`src/rtl/instr_fetch_pkg.sv`:
```
// Shared widths, fetch FSM encodings and PC helpers for the fetch front-end.
// Decode and debug logic import the same encodings to interpret fetch state.
package instr_fetch_pkg;

    localparam int ADDR_SIZE      = 8;
    localparam int WORD_SIZE      = 16;
    localparam int IF_INSTR_BYTES = 2;

    localparam logic [1:0] IF_IDLE = 2'd0;
    localparam logic [1:0] IF_RUN  = 2'd1;
    localparam logic [1:0] IF_HALT = 2'd2;

    // Instructions are word aligned, so redirect targets drop bit 0.
    function automatic logic [ADDR_SIZE-1:0] align_pc(input logic [ADDR_SIZE-1:0] addr);
        return {addr[ADDR_SIZE-1:1], 1'b0};
    endfunction

endpackage

```
`src/rtl/instr_fetch_pc_reg.sv`:
```
// Program counter register: aligned load, fixed-step increment, modular wrap.
// Kept standalone so a later branch unit can reuse it.
module if_pc_reg
    import instr_fetch_pkg::*;
#(
    parameter logic [ADDR_SIZE-1:0] RESET_PC    = '0,
    parameter int                   INSTR_BYTES = IF_INSTR_BYTES
) (
    input  logic                 clk,
    input  logic                 rst,
    input  logic                 load,
    input  logic [ADDR_SIZE-1:0] target,
    input  logic                 inc,
    output logic [ADDR_SIZE-1:0] pc
);

    localparam logic [ADDR_SIZE-1:0] STEP = ADDR_SIZE'(INSTR_BYTES);

    // Load has priority over increment; the add simply wraps at the top of the address space.
    always_ff @(posedge clk or posedge rst) begin
        if (rst) begin
            pc <= RESET_PC;
        end else if (load) begin
            pc <= align_pc(target);
        end else if (inc) begin
            pc <= pc + STEP;
        end
    end

endmodule

```
`src/rtl/instr_fetch.sv`:
```
// Fetch front-end: owns the PC, captures the ROM word into the IR and
// hands it to decode over a valid/ready handshake.
module instr_fetch
    import instr_fetch_pkg::*;
#(
    parameter logic [ADDR_SIZE-1:0] RESET_PC    = '0,
    parameter int                   INSTR_BYTES = IF_INSTR_BYTES
) (
    input  logic                 clk,
    input  logic                 rst,
    input  logic                 start,
    input  logic                 halt_req,
    input  logic                 pc_load,
    input  logic [ADDR_SIZE-1:0] pc_target,
    output logic [ADDR_SIZE-1:0] rom_addr,
    input  logic [WORD_SIZE-1:0] rom_data,
    output logic [WORD_SIZE-1:0] ir,
    output logic [ADDR_SIZE-1:0] ir_pc,
    output logic                 ir_valid,
    input  logic                 ir_ready,
    output logic                 halted
);

    logic [1:0]           state;
    logic [1:0]           state_nxt;
    logic [ADDR_SIZE-1:0] pc;
    logic                 fetch;
    logic                 flush;

    // A redirect or halt request suppresses fetching; otherwise fetch whenever the IR slot frees up.
    assign flush    = pc_load && (state != IF_IDLE);
    assign fetch    = (state == IF_RUN) && !pc_load && !halt_req && (!ir_valid || ir_ready);
    assign rom_addr = pc;
    assign halted   = (state == IF_HALT);

    if_pc_reg #(
        .RESET_PC    (RESET_PC),
        .INSTR_BYTES (INSTR_BYTES)
    ) u_pc_reg (
        .clk    (clk),
        .rst    (rst),
        .load   (pc_load),
        .target (pc_target),
        .inc    (fetch),
        .pc     (pc)
    );

    always_comb begin
        state_nxt = state;
        case (state)
            IF_IDLE: if (start)    state_nxt = IF_RUN;
            IF_RUN:  if (pc_load)  state_nxt = IF_RUN;
                     else if (halt_req) state_nxt = IF_HALT;
            IF_HALT: if (pc_load)  state_nxt = IF_RUN;
            default:               state_nxt = IF_IDLE;
        endcase
    end

    always_ff @(posedge clk or posedge rst) begin
        if (rst) begin
            state <= IF_IDLE;
        end else begin
            state <= state_nxt;
        end
    end

    // A valid IR is never overwritten; it only leaves by being accepted or flushed.
    always_ff @(posedge clk or posedge rst) begin
        if (rst) begin
            ir       <= '0;
            ir_pc    <= '0;
            ir_valid <= 1'b0;
        end else if (flush) begin
            ir_valid <= 1'b0;
        end else if (fetch) begin
            ir       <= rom_data;
            ir_pc    <= pc;
            ir_valid <= 1'b1;
        end else if (ir_ready) begin
            ir_valid <= 1'b0;
        end
    end

endmodule
```
`config.mk`:
```
export PLATFORM = sky130hd
export DESIGN_NAME = instr_fetch
export DESIGN_NICKNAME = d
export VERILOG_FILES = /design/src/rtl/instr_fetch_pkg.sv /design/src/rtl/instr_fetch_pc_reg.sv /design/src/rtl/instr_fetch.sv
export SDC_FILE = /design/constraint.sdc
export NUM_CORES = 1
export LEC_CHECK = 0
export BUFFER_PORTS_ARGS = -buffer_cell sky130_fd_sc_hd__buf_2
export CORE_MARGIN = 3
export CORE_UTILIZATION = 40
export DETAILED_ROUTE_END_ITERATION = 8
export PLACE_DENSITY = 0.66
export SYNTH_ARGS = -nofsm -noshare
export SYNTH_HDL_FRONTEND = slang
export SYNTH_SLANG_ARGS = --single-unit
```
`constraint.sdc`:
```
create_clock -name clk -period 4.2 [get_ports clk]
set_input_delay 0.42 -clock clk [delete_from_list [all_inputs] [get_ports clk]]
set_output_delay 0.42 -clock clk [all_outputs]
set_load 0.01 [all_outputs]
```
After elaboration in Yosys (flattened, before gate mapping)

Cells that the tools add are included.

Bits in registers: 35
Bits of input ports: 30
Word-level logic and storage cells: 36

Add/sub/neg operators: 1
Eq/ne operators: 5
Mux-type cells: 10
Bitwise logic cells: 1
Reductions and logical operators: 14

Operators with widths:

| operator            | count |
|---|---|
| $mux 8              | 2 |
| $add 8x2->8 const B | 1 |
| $mux 2              | 4 |
| $pmux 2 s3          | 1 |
| $logic_and 1x1->1   | 4 |
| $ne 2x2->1 const B  | 2 |
| $reduce_bool 2->1   | 2 |
| $logic_not 1->1     | 3 |
| $mux 1              | 3 |
| $ne 3x3->1 const B  | 1 |
| $reduce_and 3->1    | 1 |
| $reduce_bool 3->1   | 1 |
| $eq 2x1->1 const B  | 1 |
| $eq 2x2->1 const B  | 1 |
| $logic_not 2->1     | 1 |
| $reduce_and 2->1    | 1 |
| $logic_or 1x1->1    | 1 |
| $not 1->1           | 1 |

Logic depth before layout (Yosys ltp)

Gate-level depths: netlist of the first run.

Word-level depth: 6
Depth in mapped cells: 6
Gate-level depth less buffers: 5

By module

A second synthesis of the first run with hierarchy kept.

Cells, all modules: 113
Area, all modules: 1546.5 um^2

By module, submodules not included:

| module      | times used | cells an instance | area each (um^2) | seq. area each (um^2) |
|---|---|---|---|---|
| instr_fetch | 1          | 68                | 1144.8           | 675.6 |
| if_pc_reg   | 1          | 45                | 401.6            | 175.2 |

Least setup slack after synthesis of the first run

No wires, ideal clock.

Path type: register to register
Start point: register state[1]
End point: register u_pc_reg.pc[4]
Library setup time: 0.126 ns
Arrival time: 1.409 ns
Path slack: 2.665 ns
Stages on the path, launching flop included: 6
Path buffers: 1
Cells stage by stage: dfrtp_1 > nor4b_4 > and2_1 > buf_4 > mux2i_1 > a221o_1

Cells in the longest elaborated chain, start to end: 5

Ends and longest elaborated chain:

| what                               | RTL line                 | source |
|---|---|---|
| from (decl)                        | instr_fetch.sv:24        | `logic [1:0] state;` |
| from (signal assigned)             | instr_fetch.sv:63        | `state <= state_nxt;` |
| $eq 2x1->1                         | instr_fetch.sv:32        | `assign fetch = (state == IF_RUN) && !pc_load && !halt_req && (!ir_valid \|\| ir_ready);` |
| $logic_and 1x1->1 (3 in series)    | instr_fetch.sv:32        |  |
| $reduce_bool 2->1 (no source line) | n/a                      |  |
| to (signal assigned)               | instr_fetch_pc_reg.sv:24 | `pc <= align_pc(target);` |
| to (signal assigned)               | instr_fetch_pc_reg.sv:26 | `pc <= pc + STEP;` |
| to (decl)                          | instr_fetch_pc_reg.sv:14 | `output logic [ADDR_SIZE-1:0] pc` |

No other way between the ends.
A chain may end at the register's enable or synchronous reset.

Worst setup path after layout of the first run

Same ends and word-level chain as after synthesis.

==> impl_metrics.csv, run 1 <==
group,metric,value,unit
synth,yosys.area.top_type,"dfrtp_1",
synth,yosysMostFrequentCell,"nand2_1",
layout,diodes,0,
synth,yosysSeqAreaShare,57.3,%
sta,fmax,0.445,GHz
run,cap_violations,0,
global_route,grt_max_degree,34,
sta,worstMarginPinSlew,0.971,ns
synth,synth_area_leaders,"dfrtp_1 57%, nand2_1 20%, nor4b_4 1.7%, buf_4 1.6%, a221o_1 1.4%",
synth,synth_edf_count,0,
floorplan,boundaryPins,64,
routing,postRouteAntennaNets,0,
worst_setup_path,worst-setup-path-type,"flop to flop",
sta,setup_viol,0,
floorplan,dieArea,4360,um2
sta,fin_skew,0.00803,ns
synth,synthTopCellsByCount,"76 x nand2_1, 33 x dfrtp_1",
synth,syn_avg_cell_area,9.23,um2
clock_network,ctsRootBufferMaster,"clkbuf_4",
layout,final_layout_size_suffix_gt1_share,32.6,%
place,io_buffers,60,
worst_setup_path,timing.rr.start,"state[1]$_DFFE_PP0P_",
layout,nets,248,
worst_setup_path,required,4.42,ns
layout,area.growth.synth_to_final,26.2,%
sta,rsz0062_at_grt,"false",
routing,wl,3.09,mm
synth,ys.flop_type,"dfrtp_1",
pwr,p_leak,1.01,nW
sta,setup_slack,1.96,ns
sta,layout_min_cycle_time,2.24,ns
routing,dr_wl_met3,215,um
global_route,grt_overflow,0,
sta,finalCritPeriodShare,53.4,%
global_route,grtUsageTotal,15.2,%
routing,routed.top_layer,"met4",
routing,wl_met2,1.33,mm
routing,num_vias,1232,
worst_setup_path,critical_path_peak_fanout,26,
clock_network,cts_resized,0,
global_route,grt_pass1_wl,4.89,mm
global_route,antenna_found_initial,0,
layout,post-route-util,53.6,%
synth,syn_inst,156,
sta,tns,0,ns
clock_network,clockBufferDepth,2,
sta,hold_violations,0,
synth,ys_warn_count,0,
routing,dr.pass1.iters,4,
synth,ys_async_sr_fraction,100,%
clock_network,cts.sinks,33,
run_status,status,"finished clean",
pwr,vdd_drop_max,220,uV
floorplan,rows,21,
routing,wl_met1,1.50,mm
clock_network,clk_latency,0.34,ns
floorplan,core,3390,um2
global_route,grt_pass1_vias,1071,
clock_network,cts_tree,"done",
place,hpwlAfterDp,2.11,mm
worst_setup_path,crit_path_start,"state[1]$_DFFE_PP0P_",
sta,slew_viol_final,0,
routing,drc,0,
worst_setup_path,crit_arrival,2.47,ns
worst_setup_path,endpoint_kind,"flop",
clock_network,cts_buffers,5,
floorplan,fp.dieH,66,um
hold_path,hold_class,"input pin to async pin",
clock_network,cts_hold_buf,0,
synth,synth_area,1440,um2
synth,yosysTopAreaCellShare,57.3,%
place,post-place-ws,1.77,ns
routing,wire_per_inst,11.7,um
pwr,power_density,566,nW/um2
synth,synth.distinct_cells,35,
place,gp_congestion,0.694,
routing,via_per_inst,4.67,
floorplan,initial_core_util,42.5,%
routing,first_iter_violations,66,
worst_setup_path,worstSetupStartpointType,"flop",
floorplan,dieWidth,66,um
clock_network,htree_levels,2,
sta,slew_headroom,35.1,%
clock_network,path_clk_slew,0.10,ns
clock_network,cts_setup_buffers,0,
synth,synth_seq_cells,33,
-- worst paths after layout --
check | endpoint | slack, ns | depth (start not counted)
setup reg to reg | u_pc_reg.pc[4]$_DFFE_PP0P_ | 1.96 | 4
hold reg to reg | ir[10]$_DFFE_PP0P_ | 0.48 | 2
max in group asynchronous | u_pc_reg.pc[7]$_DFFE_PP0P_ | 3.76 | 3
min in group clk | ir[13]$_DFFE_PP0P_ | 0.26 | 3
setup / recovery | u_pc_reg.pc[4]$_DFFE_PP0P_ | 1.96 | 4
hold / removal | ir[9]$_DFFE_PP0P_ | 0.14 | 3
-- where the power goes --
part           internal, mW  leakage [nW]  total, mW  switching, mW
combinational         0.156         0.574      0.356          0.200
sequential            0.436         0.407      0.506         0.0702
clock                0.0636        0.0320      0.166          0.103
total                 0.656          1.01       1.03          0.373
-- per-stage QoR --
stage / instances / total power [mW] / cell area (um2) / hold slack (ns)
2_1_floorplan: 157 / 0.716 / 1440 / 0.514
3_3_place_gp: 256 / 0.873 / 1770 / 0.453
3_5_place_dp: 256 / 0.877 / 1770 / 0.457
4_1_cts: 264 / 1.05 / 1820 / 0.150
5_1_grt: 264 / 1.12 / 1820 / 0.181
6_report: 264 / 1.03 / 1820 / 0.144
-- kinds of logic after synthesis --
family          Yosys count  synth area share [%]
simple gates             92                  27.7
buf+inv                  10                  3.56
flops                    33                  57.3
other cells               1                 0.260
fa+ha+maj                 1                 0.869
mux                       2                  1.48
xor+xnor                  1                 0.608
compound gates           16                  8.17
-- worst max-delay path: stages (launching register included) --
cell and delay, ns:
dfrtp_1 0.45, nor4b_4 0.39, and2_1 0.82, mux2i_1 0.16, a221o_1 0.31
-- registers in the layout (all words and copies together), names as in the netlist --
signal and count:
ir 16, ir_pc 7, ir_valid 1, state 2, u_pc_reg.pc 7
-- cells in the final DEF (no fill, tap or decap), types with 2 or more instances in the layout --
cell	netlist	layout
nor2_1	2	2
conb_1	1	2
dfrtp_1	33	33
buf_2	2	60
nor2b_1	3	3
nand2_1	76	76
o21ai_0	3	3
clkbuf_4	0	5
nor3b_1	2	2
clkinv_2	0	2
a221o_1	2	2
inv_1	2	2
nand3_1	2	2
-- layout make-up --
type	instances	area, um2
clock buffers	6	41.3
clock inverters	2	10.0
fillers	337	1570
inverters	2	7.51
multi-input cells	114	567
flip-flops and latches	33	826
well taps	46	57.6
repair buffers	61	308
-- metal layers --
layer  track usage, %  vias to the layer above
met1             20.6                      554
met3             4.59                        4
li1                 -                      630
met5                0                        -
met2             21.7                       44
met4             8.38                        0
No activity file was read; power rests on OpenSTA's default activity.
==> run 2, diff against run 1 <==
Settings changed: PLACE_DENSITY 0.66 to 0.68.
Clock period 4.2 ns to 2.04 ns, I/O delays scaled along.
==> impl_metrics.csv, run 2 (same netlist as run 1, synthesis figures left out) <==
group,metric,value,unit
layout,regMostFlops,"ir",
worst_setup_path,critical_path_peak_fanout,8,
pwr,vdd_drop_max,456,uV
worst_setup_path,crit_arrival,1.98,ns
run_status,status,"finished clean",
global_route,grt_overflow,0,
global_route,grt_pass1_vias,1090,
routing,num_vias,1232,
routing,drc,0,
sta,whs,0.0686,ns
floorplan,dieWidth,66,um
sta,hold_violations,0,
clock_network,clockBufferDepth,2,
worst_setup_path,critPathSlowestCell,"dfrtp_1",
routing,via_per_inst,4.60,
floorplan,dieArea,4360,um2
clock_network,clk_latency,0.32,ns
pwr,p_leak,1.04,nW
layout,final_cell_mix,"76 x nand2_1, 60 x buf_2, 33 x dfrtp_1",
sta,slew_viol_final,0,
clock_network,cts_tree,"done",
worst_setup_path,worstPathCellList,"nor4b_4, and2_1, mux2i_1, a221o_1",
pwr,seqPwrFrac,48.3,%
global_route,grt_pass1_wl,4.96,mm
worst_setup_path,worst-setup-path-type,"flop to flop",
worst_setup_path,critical_path.top_delay_family,"simple AND/OR/NAND/NOR gates",
floorplan,core,3390,um2
floorplan,boundaryPins,64,
sta,setup_viol,0,
worst_setup_path,required,2.26,ns
sta,tns,0,ns
clock_network,ctsRootBufferMaster,"clkbuf_4",
worst_setup_path,timing.rr.start,"state[1]$_DFFE_PP0P_",
global_route,grtUsageTotal,15.1,%
layout,diodes,0,
pwr,power.net_switching,751,uW
pwr,p_int,1.40,mW
floorplan,initial_core_util,42.5,%
place,hpwlAfterDp,2.23,mm
sta,layout_min_cycle_time,1.76,ns
layout,area.growth.synth_to_final,29.2,%
hold_path,worstHoldStart,"rom_data[8]",
pwr,power_density,1150,nW/um2
sta,fin_skew,0.0109,ns
clock_network,cts_resized,0,
floorplan,fp.dieH,66,um
worst_setup_path,crit_path_start,"state[1]$_DFFE_PP0P_",
clock_network,htree_levels,2,
layout,layout_commonest_cell,"nand2_1",
pwr,pwr-share-clk,16.5,%
routing,dr.pass1.iters,4,
layout,regArea,826,um2
routing,wire_per_inst,11.3,um
pwr,p_comb_share,35.2,%
layout,final_layout_size_suffix_gt1_share,33.3,%
layout,nets,253,
routing,postRouteAntennaNets,0,
global_route,antenna_found_initial,0,
place,gp_congestion,0.695,
run,cap_violations,0,
clock_network,cts_buffers,5,
clock_network,cts.sinks,33,
clock_network,cts_setup_buffers,0,
hold_path,hold_class,"input pin to flop",
routing,first_iter_violations,41,
clock_network,cts_hold_buf,1,
layout,multi_input_area,567,um2
sta,finalCritPeriodShare,86.5,%
place,io_buffers,60,
layout,top_regs,"ir: 16 flops, ir_pc: 7 flops, u_pc_reg.pc: 7 flops",
layout,fillers,332,
routing,wl,3.03,mm
layout,largest_reg_flops,16,
floorplan,rows,21,
worst_setup_path,worstSetupStartpointType,"flop",
global_route,grt_max_degree,34,
sta,rsz0062_at_grt,"false",
worst_setup_path,endpoint_kind,"flop",
clock_network,path_clk_slew,0.09,ns
worst_setup_path,crit_buf_inv,0,
worst_setup_path,crit_path_max_incr_delay,0.46,ns
pwr,swShare,35.0,%
sta,fmax,0.567,GHz
run 2: changes by cell type in the layout (fill, tap and decap cells not counted):
cell	change
clkbuf_8	+1
clkinv_2	-2
dlygate4sd3_1	+1
buf_4	+4
run 2: power groups by stage:
stage	Sequential, mW	Clock [mW]	Combinational (mW)
global placement	1.05	0	0.758
finish	1.04	0.354	0.756
detailed placement	1.05	0	0.765
CTS	1.04	0.378	0.771
floorplan	1.17	0	0.304
global route	1.08	0.402	0.862
run 2: cell type report:
class                   count  area share, %
clock buffers               7           2.96
inverters                   2          0.403
multi-input cells         114           30.5
flip-flops and latches     33           44.4
well taps                  46           3.09
repair buffers             66           18.7
run 2: worst register-to-register path: cells and delay by family (launching register included):
kind,cells,cell delay [ns]
compound gates,1,0.29
simple gates,2,0.78
flops,1,0.46
mux,1,0.13
run 2: through the flow:
| step | power (mW) | utilization [%] | worst slack (ns) | std cells | area (um2) |
|---|---|---|---|---|---|
| final | 2.15 | 54.9 | 0.276 | 268 | 1860 |
| after floorplan | 1.47 | - | 0.505 | 157 | 1440 |
| after CTS | 2.19 | 54.9 | 0.262 | 268 | 1860 |
| after detailed placement | 1.82 | 53.0 | 0.274 | 260 | 1800 |
| after global routing | 2.34 | 54.9 | 0.146 | 268 | 1860 |
| after global placement | 1.81 | 53.0 | 0.293 | 260 | 1800 |
run 2: routing by layer:
layer  vias up  GRT usage, %  wire length, um  share of wire, %
met5         -             0                0                 0
met4         0          6.09               46               1.5
met3         6          5.10              233               7.7
met2        40          23.3             1330                44
met1       549          19.5             1410                47
li1        637             -                -                 -
run 2: worst paths after layout:
check | to | slack [ns] | cells after the start
hold reg to reg | ir[7]$_DFFE_PP0P_ | 0.48 | 2
setup reg to reg | u_pc_reg.pc[4]$_DFFE_PP0P_ | 0.28 | 4
setup / recovery | u_pc_reg.pc[4]$_DFFE_PP0P_ | 0.28 | 4
min in group asynchronous | u_pc_reg.pc[6]$_DFFE_PP0P_ | 0.50 | 4
max in group asynchronous | ir_pc[7]$_DFFE_PP0P_ | 1.25 | 4
hold / removal | ir[8]$_DFFE_PP0P_ | 0.07 | 3
